$ cat src/rtl/spi_pkt_pkg.sv
// Shared types and constants for the SPI-slave receive packet controller.
package spi_pkt_pkg;

  localparam logic [7:0] SOF_DEFAULT = 8'hA5;

  typedef enum logic [1:0] {
    HUNT,
    LEN,
    PAY,
    CSUM
  } state_t;

  localparam logic [1:0] ERR_NONE    = 2'd0;
  localparam logic [1:0] ERR_CSUM    = 2'd1;
  localparam logic [1:0] ERR_TIMEOUT = 2'd2;
  localparam logic [1:0] ERR_ABORT   = 2'd3;

endpackage

$ cat src/rtl/sync_2ff.sv
// Two-flop synchronizer for a single asynchronous level; reset value selectable.
module sync_2ff #(
  parameter logic RESET_VAL = 1'b0
) (
  input  logic clk,
  input  logic rst,
  input  logic d,
  output logic q
);

  logic meta;

  always_ff @(posedge clk) begin
    if (rst) begin
      meta <= RESET_VAL;
      q    <= RESET_VAL;
    end else begin
      meta <= d;
      q    <= meta;
    end
  end

endmodule

$ cat src/rtl/spi_rx_pkt_ctrl.sv
// Pops the SPI RX FIFO, frames SOF/LEN/payload/CSUM packets, streams the payload
// and reports start/end/error events plus saturating good/bad packet counts.
module spi_rx_pkt_ctrl
  import spi_pkt_pkg::*;
#(
  parameter logic [7:0] SOF_BYTE       = SOF_DEFAULT,
  parameter int          TIMEOUT_CYCLES = 4096,
  parameter int          CNT_W          = 16
) (
  input  logic             axi_aclk,
  input  logic             axi_areset,
  output logic             fifo_rd_en,
  input  logic [7:0]       fifo_rd_data,
  input  logic             fifo_empty,
  input  logic             spi_cs_n,
  output logic [7:0]       out_data,
  output logic             out_valid,
  output logic             out_last,
  input  logic             out_ready,
  output logic             package_start_int,
  output logic             package_end_int,
  output logic             package_err_int,
  output logic [1:0]       err_code,
  output logic [7:0]       pkt_len,
  output logic [CNT_W-1:0] pkt_ok_cnt,
  output logic [CNT_W-1:0] pkt_err_cnt
);

  localparam int IDLE_W = (TIMEOUT_CYCLES > 2) ? $clog2(TIMEOUT_CYCLES) : 1;

  state_t            state;
  logic              cs_sync;
  logic              cs_prev;
  logic              cs_rise;
  logic              rd_pending;
  logic              capture;
  logic              timeout_hit;
  logic              abort_hit;
  logic [7:0]        csum;
  logic [7:0]        remaining;
  logic [IDLE_W-1:0] idle_cnt;

  sync_2ff #(.RESET_VAL(1'b1)) u_cs_sync (
    .clk (axi_aclk),
    .rst (axi_areset),
    .d   (spi_cs_n),
    .q   (cs_sync)
  );

  // Data returns one cycle after the pop, so the pending flag doubles as the capture strobe.
  assign capture     = rd_pending;
  assign cs_rise     = cs_sync & ~cs_prev;
  assign abort_hit   = (state != HUNT) && cs_rise;
  assign timeout_hit = (state != HUNT) && (idle_cnt == IDLE_W'(TIMEOUT_CYCLES - 1));
  assign fifo_rd_en  = !axi_areset && !fifo_empty && !rd_pending &&
                       ((state != PAY) || !out_valid);

  always_ff @(posedge axi_aclk) begin
    if (axi_areset) begin
      state             <= HUNT;
      cs_prev           <= 1'b1;
      rd_pending        <= 1'b0;
      csum              <= '0;
      remaining         <= '0;
      idle_cnt          <= '0;
      out_data          <= '0;
      out_valid         <= 1'b0;
      out_last          <= 1'b0;
      package_start_int <= 1'b0;
      package_end_int   <= 1'b0;
      package_err_int   <= 1'b0;
      err_code          <= ERR_NONE;
      pkt_len           <= '0;
      pkt_ok_cnt        <= '0;
      pkt_err_cnt       <= '0;
    end else begin
      cs_prev           <= cs_sync;
      rd_pending        <= fifo_rd_en;
      package_start_int <= 1'b0;
      package_end_int   <= 1'b0;
      package_err_int   <= 1'b0;

      if (out_valid && out_ready) begin
        out_valid <= 1'b0;
        out_last  <= 1'b0;
      end

      if (state == HUNT || capture || timeout_hit)
        idle_cnt <= '0;
      else
        idle_cnt <= idle_cnt + 1'b1;

      // A byte captured in the same cycle as an abort or timeout is dropped.
      if (abort_hit || timeout_hit) begin
        state           <= HUNT;
        package_err_int <= 1'b1;
        err_code        <= abort_hit ? ERR_ABORT : ERR_TIMEOUT;
        if (!(&pkt_err_cnt)) pkt_err_cnt <= pkt_err_cnt + 1'b1;
      end else if (capture) begin
        case (state)
          HUNT: begin
            if (fifo_rd_data == SOF_BYTE) state <= LEN;
          end
          LEN: begin
            pkt_len           <= fifo_rd_data;
            csum              <= fifo_rd_data;
            remaining         <= fifo_rd_data;
            package_start_int <= 1'b1;
            state             <= (fifo_rd_data == 8'd0) ? CSUM : PAY;
          end
          PAY: begin
            out_data  <= fifo_rd_data;
            out_valid <= 1'b1;
            out_last  <= (remaining == 8'd1);
            csum      <= csum ^ fifo_rd_data;
            remaining <= remaining - 8'd1;
            if (remaining == 8'd1) state <= CSUM;
          end
          CSUM: begin
            if (fifo_rd_data == csum) begin
              package_end_int <= 1'b1;
              if (!(&pkt_ok_cnt)) pkt_ok_cnt <= pkt_ok_cnt + 1'b1;
            end else begin
              package_err_int <= 1'b1;
              err_code        <= ERR_CSUM;
              if (!(&pkt_err_cnt)) pkt_err_cnt <= pkt_err_cnt + 1'b1;
            end
            state <= HUNT;
          end
          default: state <= HUNT;
        endcase
      end
    end
  end

endmodule

$ cat config.mk
export PLATFORM = sky130hd
export DESIGN_NAME = spi_rx_pkt_ctrl
export DESIGN_NICKNAME = d
export VERILOG_FILES = /design/src/rtl/spi_pkt_pkg.sv /design/src/rtl/sync_2ff.sv /design/src/rtl/spi_rx_pkt_ctrl.sv
export SDC_FILE = /design/constraint.sdc
export NUM_CORES = 1
export LEC_CHECK = 0
export BUFFER_PORTS_ARGS = -buffer_cell sky130_fd_sc_hd__buf_2
export CAP_MARGIN = 30
export CORE_MARGIN = 1
export CORE_UTILIZATION = 61
export DETAILED_ROUTE_END_ITERATION = 8
export GPL_TIMING_DRIVEN = 0
export PLACE_DENSITY = 0.82
export SYNTH_ARGS = -nofsm -noshare
export SYNTH_HDL_FRONTEND = slang
export SYNTH_SLANG_ARGS = --single-unit
$ cat constraint.sdc
create_clock -name axi_aclk -period 4 [get_ports axi_aclk]
set_clock_uncertainty 0.1 [all_clocks]
set_input_delay 0 -clock axi_aclk [delete_from_list [all_inputs] [get_ports axi_aclk]]
set_output_delay 0 -clock axi_aclk [all_outputs]
set_load 0.01 [all_outputs]
Yosys cells after proc, flatten, opt, wreduce, memory -nomap -nowiden --
Index checks and enable logic that the tools add are counted.
Word-level totals: flip-flop bits (word level) 89, input port bits 13, output and inout port bits 56, logic and storage cells 102
Operators by class: $add $sub $neg 4, equality and inequality tests 11, multiplexer cells 30, bitwise logic cells 7, reductions and logical operators 32
Operators with widths (count):
- $mux W16 | 5
- $add A16 B1 Y16 const B | 2
- $pmux W8 S2 | 2
- $reduce_and A16 Y1 | 2
- $mux W1 | 16
- $reduce_and A3 Y1 | 5
- $add A12 B1 Y12 const B | 1
- $eq A12 B12 Y1 const B | 1
- $mux W2 | 6
- $eq A8 B1 Y1 const B | 1
- $eq A8 B8 Y1 | 1
- $eq A8 B8 Y1 const B | 1
- $logic_not A8 Y1 | 1
- $pmux W2 S4 | 1
- $reduce_bool A2 Y1 | 4
- $sub A8 B1 Y8 const B | 1
- $xor A8 B8 Y8 | 1
- $logic_and A1 B1 Y1 | 6
- $ne A2 B2 Y1 const B | 3
- $not A1 Y1 | 5
- $reduce_and A5 Y1 | 1
- $eq A2 B2 Y1 const B | 2
- $logic_not A1 Y1 | 4
- $logic_or A1 B1 Y1 | 4
- 7 further kinds | 8

Logic depth before layout (Yosys ltp) --
depth in word-level cells 6, depth in mapped cells 10, mapped depth without buffers 8

Modules after synthesis --
A second synthesis with hierarchy kept.
Second synthesis, totals: cells, all modules 483, area total of the unflattened synthesis 4237.8 µm²
Modules (own cells, without submodules):
- spi_rx_pkt_ctrl | times used 1, cells each 479, area an instance 4185.3 µm², sequential area each 1741.7 µm²
- sync_2ff | times used 1, cells each 4, area an instance 52.6 µm², sequential area each 40.0 µm²

Worst setup path before layout --
OpenSTA, ideal clock, no wires.
path type flip-flop to flip-flop, start reg state[0], end reg pkt_len[0], library setup time 128 ps, data arrival time 2102 ps, data required time 3772 ps, slack 1670 ps, stages on the path, launching flop included 10, path buffers 1, period minus slack after synthesis 2330 ps, path through dfxtp_1 -> inv_1 -> ha_1 -> or3b_2 -> o41a_1 -> and2_1 -> clkbuf_1 -> nand2_2 -> mux2i_1 -> nor2_1
Between the ends: longest elaborated chain between the ends 5, elaborated cells between the ends (all ways) 7, classes of those cells 1 x eq/ne; 1 x bitwise; 5 x reduce/logical
RTL lines:
- start: declaration | line spi_rx_pkt_ctrl.sv:31 | state_t state;
- start signal: assignment | line spi_rx_pkt_ctrl.sv:109 | state <= (fifo_rd_data == 8'd0) ? CSUM : PAY;
- $reduce_bool A2 Y1 | line spi_rx_pkt_ctrl.sv:53, spi_rx_pkt_ctrl.sv:54
- $logic_and A1 B1 Y1, on equally long branches | line spi_rx_pkt_ctrl.sv:53, spi_rx_pkt_ctrl.sv:54
- $logic_or A1 B1 Y1 | line spi_rx_pkt_ctrl.sv:94 | if (abort_hit || timeout_hit) begin
- $not A1 Y1 (no source line)
- $reduce_and A3 Y1 (no source line) *
- end signal: assignment | line spi_rx_pkt_ctrl.sv:105 | pkt_len <= fifo_rd_data;
- end: declaration | line spi_rx_pkt_ctrl.sv:24 | output logic [7:0] pkt_len,
Every way passes the cells marked *; elsewhere a longest branch is shown, timed or not. A chain may end at the register's enable or synchronous reset.

Worst setup path in the final report --
start reg state[0], end reg pkt_len[3]
Same word-level chain as after synthesis.

==> results.json <==
{
  "finalSetupViolations": 0,
  "reg2reg_from": "state[0]$_SDFFE_PP0P_",
  "path_class": "register to register",
  "run_status": "complete, no violations",
  "cts_hold_buffers": 12,
  "syn_nets": 506,
  "routed_wirelength_um": 10130,
  "routed-via-count": 3887,
  "clock_sink_count": 89,
  "die_h_um": 85.22,
  "worst-r2r-setup-slack_ns": 1.31,
  "cts_inserted_buffers": 9,
  "grt.met1_usage_pct": 37.06,
  "regToRegEndpoint": "pkt_len[3]$_SDFFE_PP0P_",
  "grt_first_pass_wirelength_um": 16620,
  "worstPathArrival_ns": 2.81,
  "yosys.cell_types.count": 56,
  "final_cells": 654,
  "maxClockFrequency_mhz": 371.7,
  "synth_fa_ha_area_share_pct": 2.666,
  "dieArea_um2": 7262,
  "synth_seq_area_share_pct": 42.18,
  "detail_route.drc_violations": 0,
  "hold_end": "u_cs_sync.meta$_SDFF_PP1_",
  "start_kind": "register",
  "slew_violations": 0,
  "avgSynthCellArea_um2": 8.727,
  "number_of_flops_mapped_to_enable_cells_by_yosys": 0,
  "synth.ff_latch_count": 89,
  "drt_first_pass_iters": 5,
  "synth-warning-count": 0,
  "dpl.cell_count": 626,
  "fin_tns_setup_ns": 0,
  "synth_area_leaders": "sky130_fd_sc_hd__dfxtp_1 42%, sky130_fd_sc_hd__nor2_1 6.7%, sky130_fd_sc_hd__mux2i_1 5.9%",
  "number_of_antenna_violations_at_the_first_check_in_global_routing": 0,
  "synthesis.area_um2": 4224,
  "io_buffers": 65,
  "detail_route.iter0.violations": 221,
  "groute.layer.met3.usage_pct": 4.280,
  "grt_util_all_layers_pct": 28.87,
  "place_hpwl_um": 6998,
  "global_route.overflow_total": 0,
  "dp_slack_ns": 1.401,
  "synth_flop_cell": "sky130_fd_sc_hd__dfxtp_1",
  "fp.coreArea_um2": 6531,
  "drive_gt1_share_pct": 17.68,
  "worst_rel_slew_slack_pct": 47.27,
  "antenna-diode-count": 0,
  "synth-xor-area-share_pct": 6.842,
  "areaGrowthSynthToFinish_pct": 17.80,
  "final_nets": 594,
  "worst_pin_slew_ns": 0.7837,
  "route.detailed.wl_per_inst_um": 15.49,
  "std_cell_rows": 29,
  "finalCriticalPeriod_ns": 2.690,
  "cts_max_level": 3,
  "max_root_sink_buffers": 2,
  "tritoncts": "built",
  "whs_path_depth": 3,
  "rsz_0062_raised_after_global_routing": "no",
  "synth_simple_gate_area_share_pct": 25.71,
  "fin_ws_ns": 1.310,
  "globalplace.congestion": 0.8571,
  "grt_pass1_vias": 3568,
  "starting_density_of_the_core_pct": 64.67,
  "hold_class": "input pin to register",
  "synthDominantAreaCellType": "sky130_fd_sc_hd__dfxtp_1",
  "pin_count_of_the_biggest_net_entering_global_routing": 15,
  "post_drt_via_cell_ratio": 5.943,
  "max_cap_viol_count": 0,
  "cellPowerDensity_nw_per_um2": 324.3,
  "yosys.area.top_type_share_pct": 42.18,
  "gr-usage-met2_pct": 48.97,
  "worst_reg2reg_path_depth": 9,
  "hp-start": "spi_cs_n",
  "vdd.ir_drop.worst_mv": 0.2117,
  "postRouteAntennaNets": 0,
  "post_synthesis_compound_gate_area_fraction_pct": 12.47,
  "timing.final.crit_share_pct": 67.25,
  "cts_root_buf": "sky130_fd_sc_hd__clkbuf_8",
  "boundaryPins": 69,
  "most_congested_layer_reported_by_global_routing": "met2",
  "hold_violations": 0,
  "worst_skew_pair.late_latency_ns": 0.36,
  "cp_data_required_time_ns": 4.12,
  "worst-path-max-fanout": 9,
  "dieWidth_um": 85.22,
  "synthMuxAreaShare_pct": 6.546,
  "postSynth.asyncResetShare_pct": 0,
  "cts_setup_buffers": 0,
  "timing.critical_path.to_type": "register",
  "worst_setup_hold_path_clk_slew_ns": 0.08,
  "post-route-util_pct": 76.19,
  "synth_top_family_by_area": "simple AND/OR/NAND/NOR gates",
  "cts_repair_resize_count": 0,
  "post_synth_inst_count": 484,
  "power.static_leakage_uw": 0.002108
}
-- layout make-up --
cell class / instances / area [um^2]
plain buffers: 24 / 113.9
clock buffers: 11 / 131.4
well taps: 77 / 96.34
clock inverters: 5 / 78.83
inverters: 10 / 37.54
multi-input cells: 361 / 2291
flip-flops and latches: 89 / 1782
repair buffers: 77 / 445.4
fillers: 491 / 1555
-- report_power, final --
group	internal (uW)	switching, uW
Clock	353	315
Sequential	887	1.70
Combinational	21.1	36.1
Total	1260	353
-- kinds of logic (layout without fill, tap and decap cells) --
group,Yosys count,after routing
flops,89,89
fa+ha+maj,9,9
compound gates,82,82
xor+xnor,33,33
mux,27,27
buf+inv,34,127
simple gates,210,210
-- cells in the mapped netlist (2+ instances only) --
library cell / n
sky130_fd_sc_hd__nand4b_1: 2
sky130_fd_sc_hd__a211oi_1: 2
sky130_fd_sc_hd__nor2b_1: 8
sky130_fd_sc_hd__o21ai_0: 24
sky130_fd_sc_hd__nor2_1: 75
sky130_fd_sc_hd__a22oi_1: 9
sky130_fd_sc_hd__a2111oi_0: 2
sky130_fd_sc_hd__o31ai_1: 2
sky130_fd_sc_hd__o21ai_1: 2
sky130_fd_sc_hd__and2_1: 3
sky130_fd_sc_hd__nand4_1: 10
sky130_fd_sc_hd__buf_6: 2
sky130_fd_sc_hd__nor4_1: 5
sky130_fd_sc_hd__nor3_1: 9
sky130_fd_sc_hd__and3_1: 9
sky130_fd_sc_hd__a21oi_1: 26
sky130_fd_sc_hd__nand2_1: 30
sky130_fd_sc_hd__buf_2: 4
sky130_fd_sc_hd__mux2i_1: 25
sky130_fd_sc_hd__or4_1: 5
sky130_fd_sc_hd__inv_1: 10
sky130_fd_sc_hd__xnor2_1: 8
sky130_fd_sc_hd__or3_1: 9
sky130_fd_sc_hd__and4_1: 3
sky130_fd_sc_hd__xor2_1: 25
sky130_fd_sc_hd__clkbuf_1: 17
sky130_fd_sc_hd__or2_2: 3
sky130_fd_sc_hd__dfxtp_1: 89
sky130_fd_sc_hd__o211ai_1: 3
sky130_fd_sc_hd__ha_1: 9
sky130_fd_sc_hd__a2bb2oi_1: 2
sky130_fd_sc_hd__nand2b_1: 7
sky130_fd_sc_hd__nand3_1: 22
-- worst max-delay path by stage --
stage,depth (start not counted),start,endpoint
after floorplan,9,state[0]$_SDFFE_PP0P_,pkt_len[0]$_SDFFE_PP0P_
after CTS,9,state[0]$_SDFFE_PP0P_,remaining[7]$_SDFFE_PP0P_
final,9,state[0]$_SDFFE_PP0P_,pkt_len[3]$_SDFFE_PP0P_
after global routing,7,csum[7]$_SDFFE_PP0P_,pkt_err_cnt[10]$_SDFFE_PP0P_
after global placement,9,state[0]$_SDFFE_PP0P_,remaining[7]$_SDFFE_PP0P_
after detailed placement,9,state[0]$_SDFFE_PP0P_,pkt_len[5]$_SDFFE_PP0P_
-- layer usage --
| metal | vias to the layer above | routed length [um] |
|---|---|---|
| met5 | - | 0 |
| met4 | 0 | 176 |
| met3 | 14 | 648 |
| met2 | 159 | 4810 |
| met1 | 1843 | 4496 |
| li1 | 1871 | - |
-- critical path: stages (launching register included) --
cell and delay [ns]:
sky130_fd_sc_hd__dfxtp_1 0.41, sky130_fd_sc_hd__inv_1 0.09, sky130_fd_sc_hd__ha_1 0.27, sky130_fd_sc_hd__or3b_2 0.53, sky130_fd_sc_hd__o41a_1 0.20, sky130_fd_sc_hd__and2_1 0.19
sky130_fd_sc_hd__clkbuf_1 0.19, sky130_fd_sc_hd__nand2_2 0.26, sky130_fd_sc_hd__mux2i_1 0.26, sky130_fd_sc_hd__nor2_1 0.08
-- registers in the layout, summed over array words and instances (netlist names), 2 cells and up --
name,cells
pkt_len,8
state,2
remaining,8
pkt_ok_cnt,16
pkt_err_cnt,16
out_data,8
csum,8
err_code,2
idle_cnt,12
-- layout by cell type, fill, tap and decap left out, types with 3 or more instances in the layout --
cell type / netlist / layout
sky130_fd_sc_hd__xor2_1: 25 / 25
sky130_fd_sc_hd__a22oi_1: 9 / 9
sky130_fd_sc_hd__or3_1: 9 / 9
sky130_fd_sc_hd__dfxtp_1: 89 / 89
sky130_fd_sc_hd__nand2_1: 30 / 30
sky130_fd_sc_hd__o211ai_1: 3 / 3
sky130_fd_sc_hd__nor3_1: 9 / 9
sky130_fd_sc_hd__nand4_1: 10 / 10
sky130_fd_sc_hd__nand2b_1: 7 / 7
sky130_fd_sc_hd__nor4_1: 5 / 5
sky130_fd_sc_hd__clkbuf_8: 0 / 9
sky130_fd_sc_hd__nand3_1: 22 / 22
sky130_fd_sc_hd__or4_1: 5 / 5
sky130_fd_sc_hd__buf_2: 4 / 69
sky130_fd_sc_hd__dlygate4sd3_1: 0 / 12
sky130_fd_sc_hd__and2_1: 3 / 3
sky130_fd_sc_hd__inv_1: 10 / 10
sky130_fd_sc_hd__o21ai_0: 24 / 24
sky130_fd_sc_hd__a21oi_1: 26 / 26
sky130_fd_sc_hd__or2_2: 3 / 3
sky130_fd_sc_hd__and4_1: 3 / 3
sky130_fd_sc_hd__ha_1: 9 / 9
sky130_fd_sc_hd__clkbuf_1: 17 / 19
sky130_fd_sc_hd__nor2_1: 75 / 75
sky130_fd_sc_hd__mux2i_1: 25 / 25
sky130_fd_sc_hd__and3_1: 9 / 9
sky130_fd_sc_hd__xnor2_1: 8 / 8
sky130_fd_sc_hd__nor2b_1: 8 / 8
-- metrics by stage --
| step | hold WS [ns] | total power, uW | cell area, um^2 |
|---|---|---|---|
| after global placement | 0.08909 | 955.4 | 4646 |
| after CTS | 0.2611 | 1617 | 4976 |
| after global routing | 0.2857 | 1654 | 4976 |
| final | 0.2716 | 1614 | 4976 |
| after detailed placement | 0.09049 | 956.1 | 4646 |
| after floorplan | -0.02326 | 934.3 | 4224 |
No activity file was read; power rests on OpenSTA's default activity.
